### config.mk
export PLATFORM = sky130hd
export DESIGN_NAME = fifo_collector
export DESIGN_NICKNAME = d
export VERILOG_FILES = /design/src/rtl/fifo_collector.sv
export SDC_FILE = /design/constraint.sdc
export NUM_CORES = 1
export LEC_CHECK = 0
export CAP_MARGIN = 20
export CORE_AREA = 3 3 343 345
export DETAILED_ROUTE_END_ITERATION = 16
export DIE_AREA = 0 0 346 348
export GPL_TIMING_DRIVEN = 0
export PLACE_DENSITY = 0.41
export SLEW_MARGIN = 20
export SYNTH_ARGS = -nofsm -noshare
export SYNTH_HDL_FRONTEND = slang
export SYNTH_SLANG_ARGS = --single-unit
### constraint.sdc
create_clock -name axi_aclk -period 8.7 [get_ports axi_aclk]
set_input_delay 0.87 -clock axi_aclk [delete_from_list [all_inputs] [get_ports axi_aclk]]
set_output_delay 0.87 -clock axi_aclk [all_outputs]
set_load 0.01 [all_outputs]
### src/rtl/fifo_collector.sv
`default_nettype none
// +--------------------------------------------------------------------------+
// | Module   : fifo_collector                                                |
// | Purpose  : Polls BLOCKS serial FIFO lanes round-robin, fetches one word  |
// |            at a time over a 1-bit LSB-first link and presents it on a    |
// |            valid/ready output together with its lane index.              |
// | Revision : 1.0 - initial release                                         |
// +--------------------------------------------------------------------------+
module fifo_collector #(
  parameter int BLOCKS    = 192,
  parameter int WORD_BITS = 64,
  parameter int ID_WIDTH  = 8     // 2**ID_WIDTH must cover BLOCKS
) (
  input  logic                 axi_aclk,
  input  logic                 axi_aresetn,
  input  logic                 enable,
  input  logic [BLOCKS-1:0]    fifo_empty,
  input  logic [BLOCKS-1:0]    fifo_oflow,
  output logic [BLOCKS-1:0]    fifo_req,
  input  logic [BLOCKS-1:0]    fifo_bits,
  output logic [WORD_BITS-1:0] out_data,
  output logic [ID_WIDTH-1:0]  out_id,
  output logic                 out_valid,
  input  logic                 out_ready,
  output logic                 oflow_flag,
  input  logic                 oflow_clear,
  output logic [31:0]          word_count
);

  localparam int CNT_W = (WORD_BITS > 1) ? $clog2(WORD_BITS) : 1;
  localparam logic [CNT_W-1:0]    LAST_BIT  = CNT_W'(WORD_BITS - 1);
  localparam logic [ID_WIDTH-1:0] LAST_LANE = ID_WIDTH'(BLOCKS - 1);

  typedef enum logic [1:0] {
    SCAN  = 2'd0,
    REQ   = 2'd1,
    SHIFT = 2'd2,
    HOLD  = 2'd3
  } state_t;

  state_t              state;
  logic [ID_WIDTH-1:0] ptr;
  logic [CNT_W-1:0]    bit_cnt;
  logic                started;   // holds off the first request for one edge after reset release
  logic [ID_WIDTH-1:0] ptr_next;

  // Round-robin successor of the current lane, wrapping at the last lane
  always_comb begin
    ptr_next = (ptr == LAST_LANE) ? '0 : ptr + 1'b1;
  end

  // Lane poller / word assembler FSM with all outputs registered
  always_ff @(posedge axi_aclk or negedge axi_aresetn) begin
    if (!axi_aresetn) begin
      state      <= SCAN;
      ptr        <= '0;
      bit_cnt    <= '0;
      started    <= 1'b0;
      fifo_req   <= '0;
      out_data   <= '0;
      out_id     <= '0;
      out_valid  <= 1'b0;
      oflow_flag <= 1'b0;
      word_count <= '0;
    end else begin
      started  <= 1'b1;
      // A set in the same cycle as a clear wins, so no overflow is ever lost
      oflow_flag <= (|fifo_oflow) | (oflow_flag & ~oflow_clear);
      // Request is a single-cycle pulse; only the SCAN->REQ transition raises it
      fifo_req <= '0;

      case (state)
        SCAN: begin
          if (started) begin
            if (enable && !fifo_empty[ptr]) begin
              fifo_req[ptr] <= 1'b1;
              out_id        <= ptr;
              state         <= REQ;
            end else begin
              ptr <= ptr_next;
            end
          end
        end

        REQ: begin
          bit_cnt <= '0;
          state   <= SHIFT;
        end

        SHIFT: begin
          // LSB arrives first, so shifting right leaves bit 0 at the bottom
          out_data <= {fifo_bits[ptr], out_data[WORD_BITS-1:1]};
          bit_cnt  <= bit_cnt + 1'b1;
          if (bit_cnt == LAST_BIT) begin
            out_valid <= 1'b1;
            state     <= HOLD;
          end
        end

        HOLD: begin
          if (out_ready) begin
            out_valid  <= 1'b0;
            word_count <= word_count + 32'd1;
            ptr        <= ptr_next;
            state      <= SCAN;
          end
        end

        default: state <= SCAN;
      endcase
    end
  end

endmodule
`default_nettype wire
==> impl_metrics.csv <==
group,metric,value,unit
setup_path,crit_type,"reg -> reg",
sta,final_max_slew_viol_count,0,
place,hpwlAfterDp,82100,um
clock_tree,root_buffer,"clkbuf_16",
place,port_buffers,878,
setup_path,end_kind,"flip-flop",
cells_and_area,layout.nets,2640,
synthesis,yosys-top-cells-area,"dfrtp_1 (54%), mux4_2 (14%), nor3_1 (6.3%), mux2_2 (5.5%), mux4_1 (3.2%)",
setup_path,cp-startpoint,"ptr[3]",
detailed_routing,route.detailed.drc,0,
synthesis,yosysTopAreaCell,"dfrtp_1",
synthesis,syn_area_per_cell,13.0,sq um
pwr,ir_drop,0.000116,V
clock_tree,cts_sinks,315,
pwr,p_int,3.68,mW
sta,slew_headroom,28.8,%
synthesis,syn_nets,1719,
synthesis,synthDistinctLibCells,49,
sta,fmax,0.198,GHz
pwr,swShare,37.6,%
synthesis,synth_edf_count,0,
setup_path,slowest_delay,0.82,ns
run_status,outcome,"completed",
clock_tree,path_clk_slew,0.06,ns
synthesis,yosysWarnings,0,
place,preCtsSetupSlack,3.37,ns
die,die_w,346,um
synthesis,syn_area,14700,sq um
sta,tns,0,ns
sta,rsz0062_at_grt,"no",
cells_and_area,layout-drive-gt1-share,12.3,%
detailed_routing,wirelength,95400,um
setup_path,path_max_fanout,10,
setup_path,cp_data_required_time,9.09,ns
clock_tree,cts_resized,0,
pwr,switchingPower,2.22,mW
setup_path,path_cells,"clkbuf_1, buf_2, buf_4, buf_2, mux4_2, a22oi_1, a21oi_1, nor4_1, a2111oi_2, or4b_1, buf_2, buf_1, nor3_1",
clock_tree,cts_tree,"done",
clock_tree,cts-htree-levels,2,
clock_tree,clock_path_buffers,3,
sta,finalSetupViolCount,0,
clock_tree,cts_buffers,36,
global_routing,grt_pass1_vias,15200,
detailed_routing,dr.pass1.iters,5,
die,num_io_pins,879,
synthesis,ys.flop_type,"dfrtp_1",
clock_tree,worstSkewPairLatency,0.54,ns
global_routing,grt_max_degree,99,
place,placedCellCount,3523,
sta,hold_violations,0,
setup_path,r2r_start,"ptr[3]",
synthesis,async_flop_share,100,%
setup_path,start_kind,"flip-flop",
setup_path,crit_slowest_cell,"a2111oi_2",
synthesis,ys_ff_latch,315,
pwr,clockPowerShare,25.6,%
global_routing,antenna_found_initial,17,
setup_path,crit_path_frequent_cell,"buf_2",
cells_and_area,final_cells,3592,
sta,layout_min_cycle_time,5.05,ns
cells_and_area,synthToLayoutAreaGrowth,81.5,%
clock_tree,cts_setup_buffers,0,
worst_hold_path,hold_path.class,"in -> async",
global_routing,grt_overflow,0,
cells_and_area,final_core_util,23.3,%
setup_path,rrSetupSlack,3.65,ns
die,core_area,115000,sq um
sta,setup_ws,3.65,ns
die,die_y,348,um
sta,fin_skew,0.0227,ns
pwr,p_seq_share,28.1,%
pwr,p_per_area,221,nW/um^2
detailed_routing,avgRoutedWirePerCell,26.5,um
global_routing,grt_use_total,15.1,%
cells_and_area,fillers,12200,
pwr,p_leak,10.2,nW
detailed_routing,first_iter_violations,661,
clock_tree,postCtsHoldBufs,0,
global_routing,grt_first_pass_wirelength,127000,um
synthesis,yosysSeqAreaShare,53.7,%
run,maxCapViolations,0,
detailed_routing,ant_nets,0,
die,start_util,12.8,%
die,rows,124,
setup_path,arrival,5.44,ns
place,place.gp.congestion,0.915,
detailed_routing,via_per_inst,3.86,
synthesis,synth_top_area_share,53.7,%
sta,fin_crit_sh,58.1,%
sta,tightest_slew,1.07,ns
detailed_routing,via_count,13900,
die,dieArea,120000,sq um
pwr,share_comb_of_total_power,46.3,%
synthesis,syn-instance-count,1129,
cells in the mapped netlist (all sizes together) (2+ instances only):
cell      n
a21oi    12
buf      31
o221ai    2
and3      7
xnor2    23
ha        9
mux2     72
mux4    111
mux2i     6
nand3    30
nand2b    2
nor2b     9
o311ai    2
nor4     56
nand4    15
a211oi    2
xor2     11
o22ai     2
o21ai    22
inv      17
a22oi     9
nor2     40
a22o      4
dfrtp   315
or3       2
clkbuf   63
and2      2
o31ai     2
o41ai     2
nand2    56
nor3    184
flip-flops by register name, indices dropped and copies added, names as in the netlist:
signal and cells:
word_count 32, ptr 8, state 2, fifo_req 192, out_id 8, out_data 64, oflow_flag 1, out_valid 1
bit_cnt 6, started 1
logic make-up (layout without fill, tap and decap cells):
group / Yosys count / after routing / synth area share, %
AND/OR/NAND/NOR: 405 / 405 / 13.9
flip-flops: 315 / 315 / 53.7
multiplexers: 189 / 189 / 23.4
buffers and inverters: 112 / 1056 / 3.48
AO/OA/AOI/OAI: 64 / 64 / 2.78
XOR/XNOR: 34 / 34 / 2.03
adder cells (fa/ha/maj): 9 / 9 / 0.767
other: 1 / 8 / 0.0255
power groups by stage:
stage	sequential (mW)	clock (mW)	combinational [mW]
3_5_place_dp	1.69	0	2.82
4_1_cts	1.66	1.57	2.82
5_1_grt	1.68	1.63	2.93
2_1_floorplan	1.70	0	1.45
3_3_place_gp	1.69	0	2.78
6_report	1.66	1.51	2.73
final cells by class:
cell class                 count  area [sq um]  share of cell area, %
tap                         1512          1890                   7.09
timing repair buffer         883          8900                   33.4
clock inverter                14           154                  0.577
multi-input combinational    702          6310                   23.7
buffer                        94           447                   1.68
clock buffer                  47           993                   3.73
inverter                      18          67.6                  0.253
antenna                        7          17.5                 0.0657
sequential                   315          7880                   29.6
path summary, 6_finish.rpt:
kind | endpoint | cells after the start
max | fifo_req[163] | 13
min | fifo_req[62] | 1
max reg2reg | fifo_req[163] | 13
min reg2reg | word_count[31] | 1
max in group asynchronous | word_count[6] | 3
min in group axi_aclk | word_count[31] | 1
layer usage:
metal	global-route usage, %	up-vias	part of all wire (%)
met5	0	-	0.064
met3	3.52	87	5.6
met2	29.4	529	55
li1	-	6105	-
met4	3.69	8	2.1
met1	16.5	7121	37
cells in the final DEF, fill, tap and decap left out, types with 37 or more instances in the layout:
cell type	count
mux4_2	93
clkbuf_16	37
mux2_2	72
nor2_1	38
nor4_1	54
clkbuf_1	68
clkdlybuf4s50_1	877
dfrtp_1	315
nor3_1	184
nand2_1	56
per-stage QoR:
stage               instance area [sq um]  power (mW)  hold WS (ns)
floorplan                           14700        3.15         0.508
global placement                    25400        4.47         0.469
detailed placement                  25500        4.50         0.467
CTS                                 26600        6.05         0.252
global route                        26700        6.23         0.269
finish                              26700        5.90         0.279
worst max-delay path, delay by kind of cell (launching register included):
kind	cells	cell delay, ns
AOI/OAI and AO/OA	3	1.35
buffers and inverters	6	2.34
DFF	1	0.32
muxes	1	0.30
and+or+nand+nor	3	0.55
No activity file was read; power rests on OpenSTA's default activity.
